`src/rtl/hazard_pkg.sv`:
```
// Shared decode constants, forwarding selects and timer states for the
// 5-stage RV32 hazard controller.
package hazard_pkg;

  localparam logic [6:0] OP_LOAD    = 7'b0000011;
  localparam logic [6:0] OP_STORE   = 7'b0100011;
  localparam logic [6:0] OP_BRANCH  = 7'b1100011;
  localparam logic [6:0] OP_REG     = 7'b0110011;
  localparam logic [6:0] FUNCT7_MDU = 7'b0000001;

  // Wide enough for MDU_LAT-2 with MDU_LAT up to 16.
  localparam int MDU_CNT_W = 4;

  // 01/10 mean W/M in Execute and M/E in Decode; aliases name the D view.
  typedef enum logic [1:0] {
    FWD_RF  = 2'b00,
    FWD_WB  = 2'b01,
    FWD_MEM = 2'b10
  } fwd_sel_e;

  localparam fwd_sel_e FWD_M = FWD_WB;
  localparam fwd_sel_e FWD_E = FWD_MEM;

  typedef enum logic {
    IDLE     = 1'b0,
    MDU_BUSY = 1'b1
  } hz_state_e;

  function automatic logic fwd_match(input logic [4:0] rs, input logic [4:0] rd,
                                     input logic wren);
    return wren && (rs != 5'd0) && (rs == rd);
  endfunction

  function automatic logic is_mem_op(input logic [6:0] op);
    return (op == OP_LOAD) || (op == OP_STORE);
  endfunction

endpackage

```
`src/rtl/hazard_ctrl_sat_counter.sv`:
```
// Saturating up-counter used for the stall and flush performance counters.
module sat_counter #(
  parameter int W = 16
) (
  input  logic         i_clk,
  input  logic         i_rst_n,
  input  logic         inc,
  output logic [W-1:0] cnt
);

  always_ff @(posedge i_clk or negedge i_rst_n) begin
    if (!i_rst_n) begin
      cnt <= '0;
    end else if (inc && (cnt != '1)) begin
      cnt <= cnt + W'(1);
    end
  end

endmodule

```
`src/rtl/hazard_ctrl.sv`:
```
// Pipeline hazard controller: RAW forwarding for E and D, load-use bubbles,
// branch redirect flushes, MDU occupancy timer and data-memory wait stall.
module hazard_ctrl
  import hazard_pkg::*;
#(
  parameter int MDU_LAT   = 4,
  parameter bit BR_FWD_EN = 1'b1,
  parameter int CNT_W     = 16
) (
  input  logic             i_clk,
  input  logic             i_rst_n,
  input  logic [31:0]      instr_D,
  input  logic [31:0]      instr_E,
  input  logic [31:0]      instr_M,
  input  logic [31:0]      instr_W,
  input  logic             rd_wren_E,
  input  logic             rd_wren_M,
  input  logic             rd_wren_W,
  input  logic             br_taken_E,
  input  logic             dmem_ack,
  output logic             stall_f,
  output logic             stall_d,
  output logic             stall_e,
  output logic             stall_m,
  output logic             flush_d,
  output logic             flush_e,
  output logic             flush_m,
  output logic             flush_w,
  output logic [1:0]       fwd_a_e,
  output logic [1:0]       fwd_b_e,
  output logic [1:0]       fwd_a_d,
  output logic [1:0]       fwd_b_d,
  output logic             mdu_busy,
  output logic [CNT_W-1:0] stall_cnt,
  output logic [CNT_W-1:0] flush_cnt
);

  localparam bit MDU_MULTI = (MDU_LAT > 1);
  localparam logic [MDU_CNT_W-1:0] MDU_LOAD = MDU_MULTI ? MDU_CNT_W'(MDU_LAT - 2) : '0;

  logic [6:0] op_d, op_e, op_m, f7_e;
  logic [4:0] rs1_d, rs2_d, rs1_e, rs2_e, rd_e, rd_m, rd_w;

  assign op_d  = instr_D[6:0];
  assign rs1_d = instr_D[19:15];
  assign rs2_d = instr_D[24:20];
  assign op_e  = instr_E[6:0];
  assign rd_e  = instr_E[11:7];
  assign rs1_e = instr_E[19:15];
  assign rs2_e = instr_E[24:20];
  assign f7_e  = instr_E[31:25];
  assign op_m  = instr_M[6:0];
  assign rd_m  = instr_M[11:7];
  assign rd_w  = instr_W[11:7];

  logic unused_bits;
  assign unused_bits = ^{instr_D[31:25], instr_D[14:7], instr_E[14:12],
                         instr_M[31:12], instr_W[31:12], instr_W[6:0]};

  fwd_sel_e fa_e, fb_e, fa_d, fb_d;

  always_comb begin
    fa_e = FWD_RF;
    fb_e = FWD_RF;
    fa_d = FWD_RF;
    fb_d = FWD_RF;
    // The younger producer (M) wins over W in Execute.
    if (fwd_match(rs1_e, rd_m, rd_wren_M))      fa_e = FWD_MEM;
    else if (fwd_match(rs1_e, rd_w, rd_wren_W)) fa_e = FWD_WB;
    if (fwd_match(rs2_e, rd_m, rd_wren_M))      fb_e = FWD_MEM;
    else if (fwd_match(rs2_e, rd_w, rd_wren_W)) fb_e = FWD_WB;
    if (BR_FWD_EN && (op_d == OP_BRANCH)) begin
      if (fwd_match(rs1_d, rd_e, rd_wren_E))      fa_d = FWD_E;
      else if (fwd_match(rs1_d, rd_m, rd_wren_M)) fa_d = FWD_M;
      if (fwd_match(rs2_d, rd_e, rd_wren_E))      fb_d = FWD_E;
      else if (fwd_match(rs2_d, rd_m, rd_wren_M)) fb_d = FWD_M;
    end
  end

  logic lu, mw, mdu_op;

  assign lu = (op_e == OP_LOAD) && (rd_e != 5'd0) && ((rd_e == rs1_d) || (rd_e == rs2_d));
  // dmem_ack is a single-cycle completion strobe for the access in M: the
  // cycle it is high the access is done and M may advance; no back-pressure.
  assign mw     = is_mem_op(op_m) && !dmem_ack;
  assign mdu_op = (op_e == OP_REG) && (f7_e == FUNCT7_MDU);

  hz_state_e             state_q, state_d;
  logic [MDU_CNT_W-1:0]  cnt_q, cnt_d;
  logic                  mdu_stall;

  always_ff @(posedge i_clk or negedge i_rst_n) begin
    if (!i_rst_n) begin
      state_q <= IDLE;
      cnt_q   <= '0;
    end else begin
      state_q <= state_d;
      cnt_q   <= cnt_d;
    end
  end

  // A memory wait holds the whole pipe, so the timer must not advance.
  always_comb begin
    state_d   = state_q;
    cnt_d     = cnt_q;
    mdu_stall = 1'b0;
    case (state_q)
      IDLE: begin
        if (mdu_op && MDU_MULTI) begin
          mdu_stall = 1'b1;
          if (!mw) begin
            state_d = MDU_BUSY;
            cnt_d   = MDU_LOAD;
          end
        end
      end
      MDU_BUSY: begin
        if (cnt_q != '0) begin
          mdu_stall = 1'b1;
          if (!mw) cnt_d = cnt_q - MDU_CNT_W'(1);
        end else if (!mw) begin
          state_d = IDLE;
        end
      end
      default: state_d = IDLE;
    endcase
  end

  assign mdu_busy = (state_q == MDU_BUSY);

  always_comb begin
    stall_f = 1'b0;
    stall_d = 1'b0;
    stall_e = 1'b0;
    stall_m = 1'b0;
    flush_d = 1'b0;
    flush_e = 1'b0;
    flush_m = 1'b0;
    flush_w = 1'b0;
    if (i_rst_n) begin
      if (mw) begin
        {stall_f, stall_d, stall_e, stall_m} = 4'b1111;
        flush_w = 1'b1;
      end else if (mdu_stall) begin
        {stall_f, stall_d, stall_e} = 3'b111;
        flush_m = 1'b1;
      end else if (br_taken_E) begin
        flush_d = 1'b1;
        flush_e = 1'b1;
      end else if (lu) begin
        stall_f = 1'b1;
        stall_d = 1'b1;
        flush_e = 1'b1;
      end
    end
  end

  assign fwd_a_e = i_rst_n ? fa_e : FWD_RF;
  assign fwd_b_e = i_rst_n ? fb_e : FWD_RF;
  assign fwd_a_d = i_rst_n ? fa_d : FWD_RF;
  assign fwd_b_d = i_rst_n ? fb_d : FWD_RF;

  sat_counter #(.W(CNT_W)) u_stall_cnt (
    .i_clk   (i_clk),
    .i_rst_n (i_rst_n),
    .inc     (stall_f),
    .cnt     (stall_cnt)
  );

  sat_counter #(.W(CNT_W)) u_flush_cnt (
    .i_clk   (i_clk),
    .i_rst_n (i_rst_n),
    .inc     (flush_d),
    .cnt     (flush_cnt)
  );

endmodule

```
`config.mk`:
```
export PLATFORM = sky130hd
export DESIGN_NAME = hazard_ctrl
export DESIGN_NICKNAME = d
export VERILOG_FILES = /design/src/rtl/hazard_pkg.sv /design/src/rtl/hazard_ctrl_sat_counter.sv /design/src/rtl/hazard_ctrl.sv
export SDC_FILE = /design/constraint.sdc
export NUM_CORES = 1
export LEC_CHECK = 0
export ABC_AREA = 1
export CORE_ASPECT_RATIO = 0.5
export CORE_MARGIN = 2
export CORE_UTILIZATION = 55
export DETAILED_ROUTE_END_ITERATION = 8
export DONT_BUFFER_PORTS = 1
export PLACE_DENSITY = 0.68
export SYNTH_ARGS = -nofsm -noshare
export SYNTH_HDL_FRONTEND = slang
export SYNTH_SLANG_ARGS = --single-unit
```
`constraint.sdc`:
```
create_clock -name i_clk -period 2.1 [get_ports i_clk]
set_input_delay 0.21 -clock i_clk [delete_from_list [all_inputs] [get_ports i_clk]]
set_output_delay 0.21 -clock i_clk [all_outputs]
set_load 0.01 [all_outputs]
```
==> summary.txt <==
Clock tree
  – Cts-stage hold buffer count: 2
  – Maximum clock insertion buffer count: 2
  – Clock slew seen by the registers of the worst setup and hold paths: 0.05 ns
  – CTS HTree Levels: 2
  – Post-CTS Setup Bufs: 0
  – Worst-skew pair later-pin latency: 0.28 ns
  – Number of gates given a new drive strength after cts: 0
  – CTS tree: built
  – Clock sinks: 37
  – CTS Buf Count: 5
  – Clock root buffer: sky130_fd_sc_hd__clkbuf_16

STA
  – Max-slew violation count: 0
  – Setup repair after global routing missed its margin: no
  – Maximum achievable frequency: 0.518 GHz
  – Total Neg Setup Slack: 0 ns
  – Final Hold Violating Endpoints: 0
  – Crit path setup slack, layout: 0.169 ns
  – Worst slew pin tran: 0.605 ns
  – Setup violators final: 0
  – Final critical-path share of the clock period: 92.0%
  – Post-layout minimum cycle time: 1.93 ns
  – Final hold slack: 0.252 ns
  – Relative max-transition margin: between 50% and 60%
  – Worst Clk Skew: approximately 0.0036 ns

Route
  – Number of DRC markers after the initial detailed-route iteration: 195
  – First drt pass iteration count: 4
  – Post-route DRC: 0
  – Routed len/inst: ~14 µm
  – Via density per instance: 5.58
  – Number of antenna-violating nets in the routed design: 0
  – DR vias: between 3000 and 4000
  – Aggregate routed wire length: 7980 µm

Setup path
  – Highest net fanout along the worst path: 7
  – Series of cell instances along the critical path: inv_1 > ha_1 > nand3_1 > nand2_1 > nand3_1 > nand2_1 > nand2_2 > buf_4
  – Crit Path Class: reg2out
  – Number of buffer and inverter stages on the critical path: 2
  – Peak per-stage delay on the critical path: 0.36 ns
  – CP endpoint kind: primary output
  – Required arrival time at the worst endpoint: 1.89 ns
  – Slowest stage cell on the critical path: sky130_fd_sc_hd__dfrtp_1
  – Data arrival at the endpoint of the critical path: 1.72 ns
  – Worst setup slack for register-to-register paths: about 0.25 ns
  – Startpoint type of the worst setup path: flop
  – Top cell family by delay on the critical path: simple AND/OR/NAND/NOR gates

Worst hold path
  – Worst min-delay path category: in2reg

Finish
  – Final standard cell count with taps included and fillers excluded: 558
  – Final Instance Area: 0.00345 mm²
  – Utilization after layout: between 60 and 70%
  – Number of nets in the finished design: 622
  – Diodes inserted: 0
  – Fraction of final layout cells with drive strength greater than 1: 8.25%
  – Relative area change from synthesis to final layout: 9.58%

Yosys
  – Count of flip-flops with a built-in enable after synthesis: 0
  – Dominant cell by count in the synthesized netlist: sky130_fd_sc_hd__nand2_1
  – Share of Yosys cell area claimed by the top area cell type: 29.4%
  – Synthesized Nets: about 610
  – Synth unique cells: 35
  – Number of warnings issued by yosys: 0
  – Proportion of synthesized flip-flops having asynchronous set or reset: 100%
  – Seq cells post-synth: 37
  – Top post-synthesis cells by area: sky130_fd_sc_hd__dfrtp_1 29%, sky130_fd_sc_hd__nand2_1 17%, sky130_fd_sc_hd__nand3_1 10%, sky130_fd_sc_hd__xor2_1 7.8%, sky130_fd_sc_hd__inv_1 7.0%
  – Post-synthesis cell area: 0.00315 mm²
  – Most used flip-flop cell after synthesis: sky130_fd_sc_hd__dfrtp_1
  – Part of the Yosys area used for sequential elements: 29.4%
  – Most used standard cells in the synthesized netlist: 141 x sky130_fd_sc_hd__nand2_1, 63 x sky130_fd_sc_hd__nand3_1, 59 x sky130_fd_sc_hd__inv_1, 38 x sky130_fd_sc_hd__nor2_1, 37 x sky130_fd_sc_hd__dfrtp_1
  – Cell type with the highest aggregate area in the netlist: sky130_fd_sc_hd__dfrtp_1
  – Syn Inst Count: around 470
  – Post-Syn Area per Cell: 6.66 µm²

Run status
  – Status: finished clean

Global route
  – Final global-route overflow total: 0
  – Pin count of the biggest net entering global routing: 38
  – Number of antenna violations at the first check in global routing: 0
  – Wire length of the first global-routing pass: 13900 µm
  – Number of global-route vias before repair: 3038
  – Total track usage: a little over a quarter

Place
  – HPWL after detailed placement: 6250 µm
  – Post-Place Cell Area: 0.00328 mm²
  – RD Place Congestion: 0.932
  – Port Buf Inserts: 0
  – Worst slack at placement: 0.286 ns
  – Number of cells in the design after placement: 548

Power
  – Worst IR drop on VDD: 0.386 mV
  – Leakage: between 1.5 and 2 nW
  – Total Power Consumption: about 1.8 mW
  – Pwr dens: 535 mW/mm²

Floorplan
  – Total number of placement rows: 19
  – Initial core utilization: 57.3%
  – Vertical die dimension: 57.5 µm
  – Die outline area: 0.00638 mm²
  – Die Wd: between 100 and 150 µm
  – Number of ports placed on the die boundary: 184
  – Core box area: 0.00549 mm²

Job
  – Maximum Capacitance Violations: 0
state kept, by name, summed over array words and instances (netlist names):
name / cells
u_stall_cnt.cnt: 16
u_flush_cnt.cnt: 16
mdu_busy: 1
cnt_q: 4
power breakdown:
part / internal (mW) / switching, mW / total, mW
logic: 0.136 / 0.189 / 0.325
clock network: 0.434 / 0.284 / 0.718
registers: 0.753 / 0.0510 / 0.804
total: 1.32 / 0.524 / 1.85
cells by family (layout without fill, tap and decap cells):
family | count (synthesis) | in the layout | synth area share, %
AO/OA/AOI/OAI | 28 | 28 | 5.57
AND/OR/NAND/NOR | 293 | 293 | 42.9
flip-flops | 37 | 37 | 29.4
buffers and inverters | 70 | 82 | 9.22
adder cells (fa/ha/maj) | 3 | 3 | 1.19
XOR/XNOR | 42 | 42 | 11.7
cell usage in the layout, fill, tap and decap left out, drive strengths merged, types with 8 or more instances in the layout:
master / synthesis / layout
nand2: 146 / 146
nand3: 64 / 64
inv: 60 / 60
nor2: 42 / 42
dfrtp: 37 / 37
xor2: 28 / 28
nor3: 21 / 21
xnor2: 14 / 14
buf: 8 / 13
nand4: 10 / 10
o21ai: 8 / 8
path summary, 6_finish.rpt:
check,startpoint,to,cells past startpoint
max in group asynchronous,i_rst_n,u_flush_cnt.cnt[11]$_DFFE_PN0P_,2
setup reg to reg,u_stall_cnt.cnt[3]$_DFFE_PN0P_,u_stall_cnt.cnt[4]$_DFFE_PN0P_,8
hold reg to reg,cnt_q[3]$_DFFE_PN0P_,cnt_q[3]$_DFFE_PN0P_,2
min in group asynchronous,i_rst_n,u_stall_cnt.cnt[12]$_DFFE_PN0P_,2
setup / recovery,cnt_q[0]$_DFFE_PN0P_,stall_d,8
hold / removal,instr_M[2],mdu_busy$_DFF_PN0_,3
routing by layer:
layer  share of wire [%]  vias to the layer above  wire [µm]  track usage, %
met2                  47                      109       3790            45.6
met5                   0                        -          0               0
met1                  43                     1442       3440            32.9
met4                0.95                        0         76            8.04
met3                 8.5                        9        677            7.86
li1                    -                     1552          -               -
area by class of cell:
cell class / count / area (µm²)
tap: 73 / 91.3
fill: 515 / 2040
multi-input combinational: 366 / 1930
clock inverter: 3 / 17.5
sequential: 37 / 926
clock buffer: 5 / 125
timing repair buffer: 14 / 133
inverter: 60 / 225
worst min-delay path, cell delays in order:
cell                       delay (ns)
sky130_fd_sc_hd__nor2_1          0.02
sky130_fd_sc_hd__nand3b_1        0.14
sky130_fd_sc_hd__o21ai_0         0.11
(Power assumes the default switching activity.)
